### src/rtl/si5340_i2c_txn_engine.sv
// Si5340 register-transaction engine: turns one page/register access into the
// byte-command sequence for i2c_master_byte, inserting page-select writes as needed.
module si5340_i2c_txn_engine #(
    parameter logic [6:0] SLAVE_ADDR     = 7'h74,
    parameter logic [7:0] PAGE_REG       = 8'h01,
    parameter int         GAP_CYCLES     = 4,
    parameter int         TIMEOUT_CYCLES = 1048576
) (
    input  logic       clk_i,
    input  logic       arstn_i,
    input  logic       req_valid_i,
    output logic       req_ready_o,
    input  logic       req_rw_i,
    input  logic [7:0] req_page_i,
    input  logic [7:0] req_reg_i,
    input  logic [7:0] req_wdata_i,
    output logic       rsp_valid_o,
    output logic [7:0] rsp_rdata_o,
    output logic [1:0] rsp_err_o,
    input  logic       page_inval_i,
    output logic       i2c_start_o,
    output logic       i2c_stop_o,
    output logic       i2c_read_o,
    output logic       i2c_write_o,
    output logic       i2c_ack_in_o,
    output logic [7:0] i2c_din_o,
    input  logic [7:0] i2c_dout_i,
    input  logic       i2c_ack_out_i,
    input  logic       i2c_cmd_ack_i,
    output logic       busy_o
);

    localparam int GW = (GAP_CYCLES > 1) ? $clog2(GAP_CYCLES) : 1;
    localparam int TW = (TIMEOUT_CYCLES > 1) ? $clog2(TIMEOUT_CYCLES) : 1;
    localparam logic [GW-1:0] GAP_LAST = GW'(GAP_CYCLES - 1);
    localparam logic [TW-1:0] TO_LAST  = TW'(TIMEOUT_CYCLES - 1);

    typedef enum logic [3:0] {
        S_IDLE, S_PG_ADDR, S_PG_REG, S_PG_DATA, S_ADDR_W, S_REG,
        S_WDATA, S_RS_ADDR, S_RDATA, S_ABORT, S_GAP, S_RESP
    } state_t;

    typedef struct packed {
        logic       start;
        logic       stop;
        logic       read;
        logic       write;
        logic       ack_in;
        logic [7:0] din;
    } cmd_t;

    state_t          state, gap_next;
    cmd_t            cmd_q;
    logic [GW-1:0]   gap_cnt;
    logic [TW-1:0]   to_cnt;
    logic            rw_q;
    logic [7:0]      page_q, reg_q, wdata_q;
    logic            cache_vld;
    logic [7:0]      cache_page;

    // Command word driven while sitting in a byte state.
    function automatic cmd_t cmd_for(state_t s, logic [7:0] pg, logic [7:0] rg, logic [7:0] wd);
        cmd_t c;
        c = '0;
        case (s)
            S_PG_ADDR, S_ADDR_W: begin c.start = 1'b1; c.write = 1'b1; c.din = {SLAVE_ADDR, 1'b0}; end
            S_PG_REG:  begin c.write = 1'b1; c.din = PAGE_REG; end
            S_PG_DATA: begin c.write = 1'b1; c.stop = 1'b1; c.din = pg; end
            S_REG:     begin c.write = 1'b1; c.din = rg; end
            S_WDATA:   begin c.write = 1'b1; c.stop = 1'b1; c.din = wd; end
            S_RS_ADDR: begin c.start = 1'b1; c.write = 1'b1; c.din = {SLAVE_ADDR, 1'b1}; end
            S_RDATA:   begin c.read = 1'b1; c.stop = 1'b1; c.ack_in = 1'b1; end
            S_ABORT:   c.stop = 1'b1;
            default:   c = '0;
        endcase
        return c;
    endfunction

    function automatic state_t next_of(state_t s, logic rd);
        case (s)
            S_PG_ADDR: return S_PG_REG;
            S_PG_REG:  return S_PG_DATA;
            S_PG_DATA: return S_ADDR_W;
            S_ADDR_W:  return S_REG;
            S_REG:     return rd ? S_RS_ADDR : S_WDATA;
            S_RS_ADDR: return S_RDATA;
            default:   return S_IDLE;
        endcase
    endfunction

    always_ff @(posedge clk_i or negedge arstn_i) begin
        if (!arstn_i) begin
            state       <= S_IDLE;
            gap_next    <= S_IDLE;
            cmd_q       <= '0;
            gap_cnt     <= '0;
            to_cnt      <= '0;
            rw_q        <= 1'b0;
            page_q      <= '0;
            reg_q       <= '0;
            wdata_q     <= '0;
            cache_vld   <= 1'b0;
            cache_page  <= '0;
            rsp_valid_o <= 1'b0;
            rsp_rdata_o <= '0;
            rsp_err_o   <= '0;
        end else begin
            rsp_valid_o <= 1'b0;
            case (state)
                S_IDLE: if (req_valid_i) begin
                    rw_q    <= req_rw_i;
                    page_q  <= req_page_i;
                    reg_q   <= req_reg_i;
                    wdata_q <= req_wdata_i;
                    to_cnt  <= '0;
                    if (cache_vld && !page_inval_i && cache_page == req_page_i) begin
                        state <= S_ADDR_W;
                        cmd_q <= cmd_for(S_ADDR_W, req_page_i, req_reg_i, req_wdata_i);
                    end else begin
                        state <= S_PG_ADDR;
                        cmd_q <= cmd_for(S_PG_ADDR, req_page_i, req_reg_i, req_wdata_i);
                    end
                end
                S_GAP: begin
                    if (gap_cnt == GAP_LAST) begin
                        state   <= gap_next;
                        cmd_q   <= cmd_for(gap_next, page_q, reg_q, wdata_q);
                        gap_cnt <= '0;
                        to_cnt  <= '0;
                    end else begin
                        gap_cnt <= gap_cnt + 1'b1;
                    end
                end
                S_RESP: state <= S_IDLE;
                default: begin
                    if (i2c_cmd_ack_i) begin
                        cmd_q   <= '0;
                        to_cnt  <= '0;
                        gap_cnt <= '0;
                        if (i2c_ack_out_i && cmd_q.write) begin
                            cache_vld <= 1'b0;
                            // A NACKed command that already carries stop has released the bus.
                            if (cmd_q.stop) begin
                                state       <= S_RESP;
                                rsp_valid_o <= 1'b1;
                                rsp_err_o   <= 2'd1;
                                rsp_rdata_o <= '0;
                            end else begin
                                state    <= S_GAP;
                                gap_next <= S_ABORT;
                            end
                        end else begin
                            case (state)
                                S_RDATA: begin
                                    state       <= S_RESP;
                                    rsp_valid_o <= 1'b1;
                                    rsp_err_o   <= 2'd0;
                                    rsp_rdata_o <= i2c_dout_i;
                                end
                                S_WDATA, S_ABORT: begin
                                    state       <= S_RESP;
                                    rsp_valid_o <= 1'b1;
                                    rsp_err_o   <= (state == S_ABORT) ? 2'd1 : 2'd0;
                                    rsp_rdata_o <= '0;
                                end
                                default: begin
                                    if (state == S_PG_DATA) begin
                                        cache_vld  <= 1'b1;
                                        cache_page <= page_q;
                                    end
                                    state    <= S_GAP;
                                    gap_next <= next_of(state, rw_q);
                                end
                            endcase
                        end
                    end else if (to_cnt == TO_LAST) begin
                        // Controller is unresponsive; drop the bus without a stop.
                        state       <= S_RESP;
                        cmd_q       <= '0;
                        to_cnt      <= '0;
                        cache_vld   <= 1'b0;
                        rsp_valid_o <= 1'b1;
                        rsp_err_o   <= 2'd2;
                        rsp_rdata_o <= '0;
                    end else begin
                        to_cnt <= to_cnt + 1'b1;
                    end
                end
            endcase
            if (page_inval_i) cache_vld <= 1'b0;
        end
    end

    assign req_ready_o  = arstn_i && (state == S_IDLE);
    assign busy_o       = (state != S_IDLE);
    assign i2c_start_o  = cmd_q.start;
    assign i2c_stop_o   = cmd_q.stop;
    assign i2c_read_o   = cmd_q.read;
    assign i2c_write_o  = cmd_q.write;
    assign i2c_ack_in_o = cmd_q.ack_in;
    assign i2c_din_o    = cmd_q.din;

endmodule
### config.mk
export PLATFORM = sky130hd
export DESIGN_NAME = si5340_i2c_txn_engine
export DESIGN_NICKNAME = d
export VERILOG_FILES = /design/src/rtl/si5340_i2c_txn_engine.sv
export SDC_FILE = /design/constraint.sdc
export NUM_CORES = 1
export LEC_CHECK = 0
export BUFFER_PORTS_ARGS = -buffer_cell sky130_fd_sc_hd__clkbuf_2
export CAP_MARGIN = 20
export CORE_MARGIN = 2
export CORE_UTILIZATION = 58
export DETAILED_ROUTE_END_ITERATION = 16
export PLACE_DENSITY = 0.81
export SYNTH_ARGS = -nofsm -noshare
export SYNTH_HDL_FRONTEND = slang
export SYNTH_SLANG_ARGS = --single-unit
### constraint.sdc
create_clock -name clk_i -period 3.2 [get_ports clk_i]
set_clock_uncertainty 0.05 [all_clocks]
set_input_delay 0.16 -clock clk_i [delete_from_list [all_inputs] [get_ports clk_i]]
set_output_delay 0.16 -clock clk_i [all_outputs]
set_load 0.03 [all_outputs]
==> results by group <==
Worst setup path
  – CP endpoint: rsp_err_o[1]$_DFFE_PN0P_
  – Worst Path Arrival: 2.76 ns
  – Worst path required time: 3.41 ns
  – R2R Setup Slk: 0.65 ns
  – Startpoint Class: register
  – CP Max Fanout: 16
  – Setup Crit Path Kind: register to register
  – RR Endpoint: rsp_err_o[1]$_DFFE_PN0P_
  – CP startpoint: state[3]$_DFFE_PN0P_
  – Reg2reg start: state[3]$_DFFE_PN0P_
  – Worst r2r path cells: 4
  – CP endpoint kind: register

Clocking
  – CTS root buf: clkbuf_8
  – Post-CTS sizing: 0
  – Reg clk slew, reported paths: 0.09 ns
  – Clk buf depth: 2
  – Postcts setup bufs: 0
  – # clock sinks: 87
  – H-tree level count: 3
  – Hold_buf cts: 28
  – CTS tree: built
  – Num CTS Buffers: 9
  – Clk_lat worst skew: 0.37 ns

GRT
  – Gr usage total: 25.7%
  – Vias in the first global route: 3644
  – Grt ovf: 0
  – Antenna violations before repair: 0
  – Pin count of the biggest net entering global routing: 64
  – First-pass GRT wire length: 17200 µm

Detailed routing
  – Final wirelength: 10300 µm
  – M1 WL: 4450 µm
  – Uppermost layer routed: met4
  – DR iter-0 viols: 244
  – Via/cell ratio: 5.94
  – WL met3: 622 µm
  – Met2 WL: 4980 µm
  – DR WL/cell: 16.8 µm
  – Residual DRC: 0
  – Router iterations before antenna repair: 5
  – Post-route ant nets: 0
  – Vias: 3655

Synthesis
  – Synth Area per Inst: 10.5 µm²
  – Syn_nets: 464
  – Synth top area cells: dfrtp_1 (49%), mux2_2 (9.9%), nand2_1 (3.4%)
  – Syn Inst Count: 423
  – Synth top area share: 49.2%
  – Cell accounting for the most synthesized area: dfrtp_1
  – Most common flop cell mapped by yosys: dfrtp_1
  – Seq/Total Area, Yosys: 49.2%
  – Post-synth EDFFs: 0
  – Adder-cell share of the synthesized area: 0.566%
  – Yosys synthesis warning count: 0
  – Multiplexer share of the synthesized area: 12.2%
  – #FFs+latches synth: 87
  – Largest family of logic cells by synthesized area: compound AO/OA/AOI/OAI gates
  – Distinct cell type count after synthesis: 53
  – Simple-Gate Fraction of Synth Area: 15.7%
  – Compound-gate portion of the synthesized area: 16.6%
  – Synthesized cell area: 4420 µm²
  – Xor and xnor area share after synthesis: 1.98%
  – Asr flop ratio synth: 100%

Floorplanning
  – Num ports: 65
  – Row count: 31
  – Placeable Area: 7330 µm²
  – Die ar.: 8340 µm²
  – Starting Density: 60.3%
  – Chip width: 91.3 µm
  – DIE HEIGHT: 91.3 µm

Finish
  – Fin nets: 552
  – Post-route cell area: 5320 µm²
  – Sequential cell area: 2180 µm²
  – Layout cell share with drive strength beyond 1: 26.2%
  – # diodes: 0
  – Area of the multi-input gates: 2080 µm²
  – Area growth syn-to-layout: 20.4%
  – # fillers: 513

Power
  – Leakage power: 2.42 nW
  – Tot Pwr: 4.62 mW
  – Power Density: 868 nW/µm²
  – Peak VDD IR: 0.000458 V

Timing
  – Final Hold Fails: 0
  – Maximum clock rate: 0.392 GHz
  – Slew Viols, Final: 0
  – Worst slew pin tran: 0.853 ns
  – Slew HR: 42.7%
  – RSZ-0062 raised after global routing: no
  – Final setup fails: 0
  – Setup_tns: 0 ns
  – Final min period: 2.55 ns
  – Fin crit share: 79.7%

Place
  – Dpl hpwl: 6990 µm
  – Area post-placement: 4800 µm²
  – I/O Buffers: 64
  – Routability cong.: 0.903

Hold path
  – Min-Delay Path Class: primary input to register

Flow run
  – Max cap viols: 0

Status
  – Status: finished clean
[layout by cell type (no fill, tap or decap), types with 5 or more instances in the layout]
cell type,instances
buf_4,7
nand3_1,12
nand4_1,7
mux2i_1,10
clkbuf_8,9
inv_1,15
nor3_1,13
clkbuf_2,63
o31ai_1,7
mux2_2,39
nor2_1,19
o21ai_0,21
a21oi_1,24
a31oi_1,9
a22o_1,5
dfrtp_1,87
nand2_1,40
xnor2_1,9
dlygate4sd3_1,28
nand2b_1,14
[where the power goes]
part	internal, mW	switching, mW
clock network	0.524	0.404
logic	0.764	1.04
registers	1.47	0.410
[final cells by class]
cell class,count,area share (%)
Timing Repair Buffer,98,12.2
Sequential cell,87,40.9
Tap cell,99,2.33
Clock inverter,6,2.16
Multi-Input combinational cell,300,39.0
Clock buffer,10,2.40
Inverter,15,1.06
[registers in the layout, summed over array words and instances (netlist names)]
signal and flops:
i2c_write_o 1, rsp_err_o 2, reg_q 8, gap_next 4, state 4, wdata_q 8
i2c_start_o 1, page_q 8, cache_page 8, rsp_valid_o 1, rw_q 1, i2c_stop_o 1
i2c_read_o 1, cache_vld 1, gap_cnt 2, rsp_rdata_o 8, i2c_din_o 8, to_cnt 20
[Yosys cell counts, types with 3 or more instances]
cell / n
dfrtp_1: 87
nand2_1: 40
mux2_2: 39
a21oi_1: 24
o21ai_0: 21
nor2_1: 19
inv_1: 15
nand2b_1: 14
nor3_1: 13
nand3_1: 12
clkbuf_1: 10
mux2i_1: 10
a31oi_1: 9
xnor2_1: 9
nand4_1: 7
o31ai_1: 7
a22o_1: 5
buf_2: 5
a22oi_1: 4
and3_1: 4
nor2b_1: 4
o21a_1: 4
o22ai_1: 4
o41ai_1: 4
a41oi_1: 3
and2_1: 3
buf_4: 3
nor4_1: 3
o211ai_1: 3
o311ai_0: 3
or3_1: 3
[per-stage QoR]
step           worst slack, ns  instances  util [%]  hold WS, ns
6_report                 0.648        615      72.6      0.00883
5_1_grt                  0.523        615      72.6       0.0111
4_1_cts                  0.711        615      72.6      0.00117
3_5_place_dp             0.729        571      65.5        0.242
3_3_place_gp             0.773        571      65.5        0.235
2_1_floorplan             1.22        423         -       -0.186
[how the worst min path moves through the flow]
| stage | start | end | slack (ns) | depth (start not counted) |
|---|---|---|---|---|
| 6_report | req_page_i[5] | page_q[5]$_DFFE_PN0P_ | 0.009 | 2 |
| 2_1_floorplan | arstn_i | cache_page[0]$_DFFE_PN0P_ | -0.19 | 0 |
| 3_5_place_dp | arstn_i | to_cnt[7]$_DFFE_PN0P_ | 0.24 | 1 |
| 4_1_cts | req_page_i[5] | page_q[5]$_DFFE_PN0P_ | 0.001 | 2 |
| 5_1_grt | req_page_i[3] | page_q[3]$_DFFE_PN0P_ | 0.01 | 2 |
| 3_3_place_gp | arstn_i | to_cnt[7]$_DFFE_PN0P_ | 0.23 | 1 |
[cell families (layout without fill, tap and decap cells)]
group / after synthesis / count (layout)
flops: 87 / 87
compound gates: 107 / 107
mux: 49 / 49
buf+inv: 36 / 129
fa+ha+maj: 2 / 2
xor+xnor: 10 / 10
simple gates: 132 / 132
[worst max-delay path: stages (launching register included)]
cell	delay, ns
dfrtp_1	0.58
and2_1	0.31
o21ai_0	0.54
nand3_1	0.63
a21o_1	0.34
[layer usage]
metal | vias up | track usage [%]
met1 | 1751 | 35.4
met3 | 23 | 3.98
li1 | 1725 | -
met2 | 156 | 40.5
met4 | 0 | 11.7
met5 | - | 0
No activity file was read; power rests on OpenSTA's default activity.
